### config.mk
export PLATFORM = sky130hd
export DESIGN_NAME = bist_march_controller
export DESIGN_NICKNAME = d
export VERILOG_FILES = /design/src/rtl/bist_march_controller.sv
export SDC_FILE = /design/constraint.sdc
export NUM_CORES = 1
export LEC_CHECK = 0
export BUFFER_PORTS_ARGS = -buffer_cell sky130_fd_sc_hd__buf_2
export CAP_MARGIN = 20
export CORE_ASPECT_RATIO = 0.5
export CORE_MARGIN = 2
export CORE_UTILIZATION = 45
export CTS_CLUSTER_SIZE = 25
export DETAILED_ROUTE_END_ITERATION = 16
export PLACE_DENSITY = 0.7
export SLEW_MARGIN = 20
export SYNTH_ARGS = -nofsm -noshare
export SYNTH_HDL_FRONTEND = slang
export SYNTH_SLANG_ARGS = --single-unit
### constraint.sdc
create_clock -name clk -period 2.5 [get_ports clk]
set_input_delay 0.125 -clock clk [delete_from_list [all_inputs] [get_ports clk]]
set_output_delay 0.125 -clock clk [all_outputs]
set_load 0.02 [all_outputs]
### src/rtl/bist_march_controller.sv
// March C- BIST sequencer: drives SRAM address/data/strobes, feeds the comparator, logs mismatches.
// Optional STOP_ON_FAIL_EN: end the run on the first mismatch instead of completing all elements.
module bist_march_controller #(
    parameter int ADDR_W = 6,
    parameter int DATA_W = 8,
    parameter int CNT_W  = 8
) (
    input  logic              clk,
    input  logic              rst,
    input  logic              start,
    output logic [ADDR_W-1:0] mem_addr,
    output logic [DATA_W-1:0] mem_data,
    output logic              mem_we,
    output logic              mem_re,
    input  logic              cmp_eq,
    output logic              busy,
    output logic              done,
    output logic              fail,
    output logic [ADDR_W-1:0] fail_addr,
    output logic [2:0]        fail_elem,
    output logic [CNT_W-1:0]  fail_cnt
);

    typedef enum logic [2:0] {
        S_IDLE,
        S_WR,
        S_RD,
        S_CMP,
        S_DONE
    } state_t;

    localparam logic [ADDR_W-1:0] ADDR_LAST = {ADDR_W{1'b1}};
    localparam logic [ADDR_W-1:0] ADDR_ONE  = {{(ADDR_W-1){1'b0}}, 1'b1};
    localparam logic [CNT_W-1:0]  CNT_MAX   = {CNT_W{1'b1}};
    localparam logic [CNT_W-1:0]  CNT_ONE   = {{(CNT_W-1){1'b0}}, 1'b1};
    localparam logic [2:0]        LAST_ELEM = 3'd5;

    state_t            state;
    state_t            state_nxt;
    logic [2:0]        elem;
    logic [2:0]        elem_nxt;
    logic [ADDR_W-1:0] addr;
    logic [ADDR_W-1:0] addr_nxt;
    logic              walk_down;
    logic              elem_end;
    logic              advance;
    logic              mismatch;
    logic              restart;

    // Elements 3 and 4 walk downward; every other element walks upward.
    always_comb begin
        walk_down = (elem == 3'd3) || (elem == 3'd4);
        elem_end  = walk_down ? (addr == '0) : (addr == ADDR_LAST);
        mismatch  = (state == S_CMP) && !cmp_eq;
        restart   = ((state == S_IDLE) || (state == S_DONE)) && start;
        advance   = (state == S_WR) || ((state == S_CMP) && (elem == LAST_ELEM));
    end

    // Address/element stepping is folded into the last op of each address, so it costs no cycle.
    always_comb begin
        state_nxt = state;
        elem_nxt  = elem;
        addr_nxt  = addr;
        case (state)
            S_IDLE, S_DONE: begin
                if (start) begin
                    state_nxt = S_WR;
                    elem_nxt  = '0;
                    addr_nxt  = '0;
                end
            end
            S_RD:    state_nxt = S_CMP;
            S_CMP:   if (!advance) state_nxt = S_WR;
            S_WR:    state_nxt = S_WR;
            default: state_nxt = S_IDLE;
        endcase
        if (advance) begin
            if (elem_end) begin
                if (elem == LAST_ELEM) begin
                    state_nxt = S_DONE;
                end else begin
                    elem_nxt  = elem + 3'd1;
                    addr_nxt  = ((elem == 3'd2) || (elem == 3'd3)) ? ADDR_LAST : '0;
                    state_nxt = S_RD;
                end
            end else begin
                addr_nxt  = walk_down ? (addr - ADDR_ONE) : (addr + ADDR_ONE);
                state_nxt = (elem == 3'd0) ? S_WR : S_RD;
            end
        end
`ifdef STOP_ON_FAIL_EN
        if (mismatch) state_nxt = S_DONE;
`else
`endif
    end

    always_ff @(posedge clk) begin
        if (rst) begin
            state <= S_IDLE;
            elem  <= '0;
            addr  <= '0;
        end else begin
            state <= state_nxt;
            elem  <= elem_nxt;
            addr  <= addr_nxt;
        end
    end

    // Only the first mismatch of a run records its location; the count keeps going and saturates.
    always_ff @(posedge clk) begin
        if (rst || restart) begin
            fail      <= 1'b0;
            fail_cnt  <= '0;
            fail_addr <= '0;
            fail_elem <= '0;
        end else if (mismatch) begin
            fail <= 1'b1;
            if (fail_cnt != CNT_MAX) fail_cnt <= fail_cnt + CNT_ONE;
            if (!fail) begin
                fail_addr <= addr;
                fail_elem <= elem;
            end
        end
    end

    assign busy     = (state == S_WR) || (state == S_RD) || (state == S_CMP);
    assign done     = (state == S_DONE);
    assign mem_we   = (state == S_WR);
    assign mem_re   = (state == S_RD);
    assign mem_addr = busy ? addr : '0;

    // Odd elements write ones and read zeros; even elements the opposite.
    always_comb begin
        mem_data = '0;
        case (state)
            S_WR:        mem_data = {DATA_W{elem[0]}};
            S_RD, S_CMP: mem_data = {DATA_W{~elem[0]}};
            default:     mem_data = '0;
        endcase
    end

endmodule

==> metrics.cfg <==
[status]
run_status = completed

[clock_network]
htree_levels = 2
cts-buffers-inserted = 5
cts_tree = done
cts_max_path_buffers = 2
cts_hold_buf = 0
cts_resized = 0
cts_root_buffer = clkbuf_8
postCtsSetupBuffers = 0
cts_sinks = 30
clock_latency_ps = 280
cts.clk_slew.worst_paths_ps = 70

[critical_path]
reg2reg_from = elem[0]$_SDFF_PP0_
cpPeakStageDelay_ps = 420
critPathKind = register to register
crit_path_end_kind = register
cp_slowest_cell = fa_1
r2r-end = addr[4]$_SDFF_PP0_
path_cells = inv_1, ha_1, mux2_4, fa_1, a21o_1, a21oi_2, xor2_1, mux2i_1, a32o_1
path_delay_family = adder cells
reg2reg_slack_ps = 140
cp_max_fo = 8
cp_num_buf_inv = 1
r2r_cells = 9
critPathLaunchType = register
critPathArrivalTime_ps = 2540
cp.required_ps = 2680

[global_route]
antenna_found_initial = 0
overflow = 0
grt_pass1_wl_um = 5830
grt_start_max_net_pins = 19
grt_usage_pct = 17.7
grt_pass1_vias = 1209

[drt]
dr.pass1.iters = 4
drcViolationCount = 0
wl_per_cell_um = 13.4
routed_wl_um = 3660
drt_iter0_markers = 56
via_per_inst = 5.39
via_count = 1472
ant_nets = 0

[power]
switchingPower_w = 0.000231
power_leakage_nw = 0.896
internal-power_w = 0.000720
p_comb_share_pct = 6.0
powerDensity_nw_per_um2 = 477
power_frac_clock_pct = 42.5
ir_drop_uv = 335
p_sw_share_pct = 24.3
seq_power_share_pct = 51.5

[floorplanning]
initial_utilization_pct = 48.5
row_count = 15
ios = 40
core-area_um2 = 3550
die_w_um = 91.5
fp.dieH_um = 47.7
die-area_um2 = 4370

[place]
gp_congestion = 0.847
hpwl_um = 2630
portBuffers = 39

[timing]
fin_worst_skew_ps = 4.01
fin_setup_tns_ps = 0
rsz0062_at_grt = no
relSlewSlack_pct = 49.8
hold_viol = 0
final.min_clock_period_ps = 2360
hold_ws_ps = 148
drv_slew = 0
setup_viol = 0
tightest_slew_ps = 753
fmax_mhz = 424
fin_crit_sh_pct = 94.4

[cells_and_area]
final_common_cell = buf_2
fin_nets = 234
synthToLayoutAreaGrowth_pct = 15.8
register_area_um2 = 603
multi_input_area_um2 = 1010
layout_common_cells = buf_2, nor2_1, dfxtp_1
fillCellCount = 320
n_antenna_cell = 0
drive_gt1_share_pct = 27.0

[hold_path]
hold_depth = 2
worstHoldStart = rst
min_path_type = primary input to register
min_to = state[2]$_SDFFE_PP0P_

[flow_run]
drv_cap = 0

[yosys]
syn-num-nets = 201
ys.flop_type = dfxtp_1
ys_seq_elements = 30
ys_seq_area_share_pct = 34.9
syn_inst = 188
synth_area_um2 = 1720
synthArstFlopShare_pct = 0
yosys_warnings = 0
avgSynthCellArea_um2 = 9.16
synth-edff-count = 0
synth_cell_types = 49

## cell type report
class,instances,area share (%)
multi-input combinational,139,50.7
clock inverter,1,0.251
tap,51,3.20
inverter,4,0.753
timing repair buffer,41,10.5
sequential,30,30.3
clock buffer,7,4.33
## layer usage
metal	GRT usage [%]	vias up	wire, µm
met3	5.35	3	196
met4	6.36	0	29
met5	0	-	0
met1	23.2	688	1860
li1	-	738	-
met2	28.8	43	1580
## state kept, by name (all words and copies together) (netlist names)
register / flops
fail: 1
addr: 6
state: 3
fail_addr: 6
fail_cnt: 8
fail_elem: 3
elem: 3
## power groups by stage
stage | combinational, W | sequential (W) | clock, W
floorplan | 0.0000436 | 0.000496 | 0
global placement | 0.0000577 | 0.000500 | 0
detailed placement | 0.0000568 | 0.000500 | 0
CTS | 0.0000569 | 0.000489 | 0.000415
global route | 0.0000635 | 0.000490 | 0.000433
finish | 0.0000572 | 0.000490 | 0.000405
## worst max path at each step
stage / start / endpoint / cells past startpoint
floorplan: elem[0]$_SDFF_PP0_ / addr[4]$_SDFF_PP0_ / 9
global placement: elem[0]$_SDFF_PP0_ / addr[4]$_SDFF_PP0_ / 9
detailed placement: elem[0]$_SDFF_PP0_ / addr[4]$_SDFF_PP0_ / 9
CTS: elem[0]$_SDFF_PP0_ / addr[4]$_SDFF_PP0_ / 9
global route: elem[0]$_SDFF_PP0_ / addr[4]$_SDFF_PP0_ / 9
finish: elem[0]$_SDFF_PP0_ / addr[4]$_SDFF_PP0_ / 9
## logic make-up after synthesis
kind of cell | Yosys count | synth area share [%]
buffers and inverters | 19 | 6.69
adders and majority gates | 9 | 6.98
xor gates and xnor gates | 10 | 5.09
muxes | 16 | 9.67
AOI/OAI and AO/OA | 38 | 17.0
and+or+nand+nor | 66 | 19.7
DFF | 30 | 34.9
## through the flow
stage / power, W / cells / setup WS (ps) / util, % / cell area (µm²)
global placement: 0.000558 / 265 / 124 / 53.4 / 1900
CTS: 0.000961 / 273 / 36.8 / 56.0 / 1990
global route: 0.000987 / 273 / 9.39 / 56.2 / 1990
floorplan: 0.000540 / 188 / 241 / - / 1720
finish: 0.000952 / 273 / 141 / 56.2 / 1990
detailed placement: 0.000557 / 265 / 58.0 / 53.4 / 1900
## Yosys cell counts (2+ instances only)
cell       n  area, µm²
inv_1      4       15.0
xor2_1     7       61.3
and2_1     6       37.5
nand2_1    8       30.0
nand2b_1   4       25.0
a21o_1     3       22.5
ha_1       8        100
o21ai_0    4       20.0
buf_2      2       10.0
nor2_1    29        109
buf_6      2       22.5
nand3_1    4       20.0
nand4_1    3       18.8
a21oi_1    8       40.0
buf_4      7       52.6
o211ai_1   2       15.0
dfxtp_1   30        601
a41oi_1    2       17.5
xnor2_1    3       26.3
clkbuf_1   4       15.0
a32o_1     5       50.1
nor3_1     3       15.0
mux2i_1   14        140
No activity file was read; power rests on OpenSTA's default activity.
